--- src/rtl/led_pattern_gen.sv ---
// rtl/led_pattern_gen.sv - tick-driven LED pattern generator (binary, walk, gray, breathe)
module led_pattern_gen #(
  parameter int NUM_LEDS   = 6,
  parameter int CLK_HZ     = 27000000,
  parameter int TICK_HZ    = 2,
  parameter bit ACTIVE_LOW = 1'b1,
  parameter int PWM_BITS   = 8
) (
  input  logic                clk,
  input  logic                rst_n,
  input  logic                enable,
  input  logic [1:0]          mode,
  output logic                tick_out,
  output logic [NUM_LEDS-1:0] led_output
);

  localparam int COUNT_MAX = CLK_HZ / TICK_HZ - 1;
  localparam int PW        = (COUNT_MAX > 0) ? $clog2(COUNT_MAX + 1) : 1;

  localparam logic [PW-1:0]       PRE_LAST = PW'(COUNT_MAX);
  localparam logic [PW-1:0]       PRE_ONE  = PW'(1);
  localparam logic [PWM_BITS-1:0] PWM_ONE  = PWM_BITS'(1);
  localparam logic [NUM_LEDS-1:0] LED_ONE  = NUM_LEDS'(1);
  localparam logic [NUM_LEDS-1:0] LEDS_OFF = {NUM_LEDS{ACTIVE_LOW}};

  typedef enum logic {UP = 1'b0, DOWN = 1'b1} dir_t;

  logic [PW-1:0]       prescaler;
  logic [PWM_BITS-1:0] pwm_cnt;
  logic [1:0]          mode_q,  mode_q_n;
  logic [NUM_LEDS-1:0] cnt,     cnt_n;
  logic [NUM_LEDS-1:0] walk,    walk_n;
  dir_t                dir,     dir_n;
  logic [3:0]          lvl,     lvl_n;
  dir_t                lvl_dir, lvl_dir_n;
  logic [PWM_BITS-1:0] duty;
  logic [NUM_LEDS-1:0] pattern;

  // Pattern state only moves on a step; a mode change spends its step on reinitialisation.
  always_comb begin
    mode_q_n  = mode_q;
    cnt_n     = cnt;
    walk_n    = walk;
    dir_n     = dir;
    lvl_n     = lvl;
    lvl_dir_n = lvl_dir;
    if (enable && tick_out) begin
      if (mode != mode_q) begin
        mode_q_n  = mode;
        cnt_n     = '0;
        walk_n    = LED_ONE;
        dir_n     = UP;
        lvl_n     = 4'd0;
        lvl_dir_n = UP;
      end else begin
        case (mode_q)
          2'd1: begin
            if (NUM_LEDS > 1) begin
              if (dir == UP) begin
                if (walk[NUM_LEDS-1]) begin
                  dir_n  = DOWN;
                  walk_n = walk >> 1;
                end else begin
                  walk_n = walk << 1;
                end
              end else begin
                if (walk[0]) begin
                  dir_n  = UP;
                  walk_n = walk << 1;
                end else begin
                  walk_n = walk >> 1;
                end
              end
            end
          end
          2'd3: begin
            if (lvl_dir == UP) begin
              if (lvl == 4'd15) begin
                lvl_dir_n = DOWN;
                lvl_n     = 4'd14;
              end else begin
                lvl_n = lvl + 4'd1;
              end
            end else begin
              if (lvl == 4'd0) begin
                lvl_dir_n = UP;
                lvl_n     = 4'd1;
              end else begin
                lvl_n = lvl - 4'd1;
              end
            end
          end
          default: cnt_n = cnt + LED_ONE;
        endcase
      end
    end
  end

  always_comb begin
    duty    = PWM_BITS'(lvl) << (PWM_BITS - 4);
    pattern = cnt;
    case (mode_q)
      2'd1:    pattern = walk;
      2'd2:    pattern = cnt ^ (cnt >> 1);
      2'd3:    pattern = {NUM_LEDS{pwm_cnt < duty}};
      default: pattern = cnt;
    endcase
  end

  always_ff @(posedge clk) begin
    if (!rst_n) begin
      prescaler  <= '0;
      tick_out   <= 1'b0;
      pwm_cnt    <= '0;
      mode_q     <= 2'd0;
      cnt        <= '0;
      walk       <= LED_ONE;
      dir        <= UP;
      lvl        <= 4'd0;
      lvl_dir    <= UP;
      led_output <= LEDS_OFF;
    end else begin
      mode_q     <= mode_q_n;
      cnt        <= cnt_n;
      walk       <= walk_n;
      dir        <= dir_n;
      lvl        <= lvl_n;
      lvl_dir    <= lvl_dir_n;
      led_output <= ACTIVE_LOW ? ~pattern : pattern;
      if (enable) begin
        pwm_cnt <= pwm_cnt + PWM_ONE;
        if (prescaler == PRE_LAST) begin
          prescaler <= '0;
          tick_out  <= 1'b1;
        end else begin
          prescaler <= prescaler + PRE_ONE;
          tick_out  <= 1'b0;
        end
      end else begin
        tick_out <= 1'b0;
      end
    end
  end

endmodule

--- config.mk ---
export PLATFORM = sky130hd
export DESIGN_NAME = led_pattern_gen
export DESIGN_NICKNAME = d
export VERILOG_FILES = /design/src/rtl/led_pattern_gen.sv
export SDC_FILE = /design/constraint.sdc
export NUM_CORES = 1
export LEC_CHECK = 0
export CORE_MARGIN = 5
export CORE_UTILIZATION = 60
export CTS_CLUSTER_DIAMETER = 50
export DETAILED_ROUTE_END_ITERATION = 10
export DONT_BUFFER_PORTS = 1
export PLACE_DENSITY_LB_ADDON = 0.05
export SLEW_MARGIN = 10
export SYNTH_ARGS = -nofsm -noshare
export SYNTH_HDL_FRONTEND = slang
export SYNTH_SLANG_ARGS = --single-unit
--- constraint.sdc ---
create_clock -name clk -period 2.5 [get_ports clk]
set_input_delay 0.5 -clock clk [delete_from_list [all_inputs] [get_ports clk]]
set_output_delay 0.5 -clock clk [all_outputs]
set_load 0.03 [all_outputs]
==> impl_results.md <==
- R2r setup slk: 0.57 ns
- Vias per std cell: 5.62
- Die Y: 80.7 um
- Hold depth: 1
- GRT overflow: 0
- Final non-filler cell area: 3250 um^2
- Core Box Area: 4790 um^2
- Starting Density: 62.6%
- # diodes: 0
- R2R cell count: 7
- I/O pin count: 12
- Final hold vios: 0
- R2r startpoint: prescaler[0]
- Number of port buffers: 0
- CTS Buf Count: 9
- P&R area growth vs syn: 8.26%
- Synth Cell Area: 3000 um^2
- Yosys reg bits: 59
- Max H-tree Level: 3
- Rel. slew slack: 52.5%
- Worst clock skew: 0.00670 ns
- GRT Util Overall: 19.4%
- HPWL after DPL: 3940 um
- Pre-CTS setup slack: 0.565 ns
- P per Cell Area: 568 nW/um^2
- P_leak: 1.11 nW
- Worst Path Required: 2.71 ns
- Post-CTS Hold Buffers: 0
- Worst Tran Pin Value: 0.711 ns
- FILL cells: 401
- DR DRC count: 0
- Clk Latency, worst-skew pair: 0.33 ns
- Critical path arrival: 2.14 ns
- Worst r2r dst: prescaler[17]
- Crit path max fanout: 24
- FP Rows: 25
- Max-slew violations: 0
- Cells after synthesis: 349
- Status: completed
- Worst hold path class: primary input to register
- Critical path type: register to register
- CP endpoint kind: register
- Fmax: 519 MHz
- Period utilization: 77.1%
- Synth async-reset ratio: 0%
- Unrepaired setup endpoints after global routing: no
- Clock Path Buffers: 2
- Mapped Nets: 366
- Gpl congestion: 0.824
- Number of synthesized flops with an enable pin: 0
- Hold slack: 0.242 ns
- Max-cap violations: 0
- Overall power: 0.00184 W
- Largest net degree at the start of global routing: 25
- Initial antenna violation count: 0
- CTS clk-pin slew, worst paths: 0.06 ns
- Via Count: 2,368
- Placed cell area: 3050 um^2
- Final net count: 367
- Die ar.: 6510 um^2
- Clock Sinks: 59
- Share of cells above drive strength 1: 7.63%
- Endpoints failing setup: 0
- Mean Syn Cell Area: 8.59 um^2
- Critical path origin: prescaler[0]
- Initial drt markers: 98
- WHS Endpoint: led_output[5]
- Setup TNS: 0 ns
- Routed length per instance: 13.3 um
- CTS root buf: clkbuf_8
- CTS tree: done
- Peak supply drop: 0.000396 V
- Setup Buffers After CTS: 0
- Final wirelength: 5610 um
- Vias in the first global route: 2,196
- Main synth FF type: dfxtp_1
- Final setup margin: 0.572 ns
- ANT nets after route: 0
- Post-cts sizing count: 0
- Fin crit period: 1.93 ns
- First-pass GRT wire length: 9890 um
- Die W: 80.7 um
- Post-synth cell types: 51
- Synthesis Warnings: 0
- Post-synthesis sequential area ratio: 39.4%
- Hold path startpoint: rst_n
- Crit path launch type: register
- DRT Pass-1 Iters: 5
how the worst max path moves through the flow:
stage / slack, ns / cells past startpoint / end
2_1_floorplan: 0.70 / 7 / prescaler[14]
3_3_place_gp: 0.63 / 7 / prescaler[3]
3_5_place_dp: 0.57 / 7 / prescaler[17]
4_1_cts: 0.54 / 7 / prescaler[17]
5_1_grt: 0.42 / 7 / prescaler[15]
6_report: 0.57 / 7 / prescaler[17]
flip-flops by register name (all words and copies together), names as in the netlist:
register and count:
mode_q 2, cnt 6, led_output 6, walk 6, pwm_cnt 8, lvl 4
dir 1, tick_out 1, lvl_dir 1, prescaler 24
layout make-up:
type                            count  area [um^2]  area share [%]
Clock buffer                       13          159            4.90
Clock inverter                      2         35.0            1.08
Inverter                           11         41.3            1.27
Multi-Input combinational cell    265         1720            52.9
Sequential cell                    59         1180            36.4
Tap cell                           67         83.8            2.58
Timing Repair Buffer                4         30.0           0.925
per-layer routing:
layer	vias up	global-route usage, %	wire [um]
met5	-	0	0
met4	0	7.43	85
met3	10	6.17	240
met2	35	33.2	2650
met1	1083	22.5	2640
li1	1240	-	-
metrics by stage:
step / std cells / util (%)
after floorplan: 349 / -
after global placement: 406 / 63.8
after detailed placement: 406 / 63.8
after CTS: 421 / 67.8
after global routing: 421 / 67.8
final: 421 / 67.8
logic make-up after synthesis:
kind of cell | Yosys count | synth area share (%)
xor gates and xnor gates | 35 | 10.2
buffers and inverters | 25 | 3.38
adders and majority gates | 12 | 5.01
muxes | 7 | 2.46
DFF | 59 | 39.4
and+or+nand+nor | 150 | 25.3
AOI/OAI and AO/OA | 61 | 14.3
worst max-delay path: stages, from the launching register on:
cell and delay [ns]:
dfxtp_1 0.38, ha_1 0.20, and4_1 0.28, and3_1 0.19
nand3_1 0.14, o31ai_4 0.24, buf_4 0.29, nor2_1 0.08
report_power, final:
| group | total, W | leakage (nW) | switching, W | internal [W] |
|---|---|---|---|---|
| logic | 0.0000369 | 0.534 | 0.0000226 | 0.0000143 |
| clock network | 0.000852 | 0.0995 | 0.000343 | 0.000508 |
| registers | 0.000954 | 0.476 | 0.00000681 | 0.000947 |
layout by cell type (no fill, tap or decap), drive strengths merged, types with 11 or more instances in the layout:
cell type / n
a21oi: 19
clkbuf: 13
dfxtp: 59
ha: 12
inv: 11
nand2: 28
nand4: 14
nor2: 54
xnor2: 17
xor2: 18
Yosys cell counts, types with 8 or more instances:
master	number	area share [%]
dfxtp_1	59	39
nor2_1	53	6.6
nand2_1	28	3.5
a21oi_1	19	3.2
xor2_1	18	5.3
xnor2_1	17	5.0
nand4_1	14	2.9
ha_1	12	5.0
inv_1	11	1.4
a22oi_1	9	2.3
nand3_1	9	1.5
nor2b_1	8	1.7
Power figures use the tool's default switching activity.
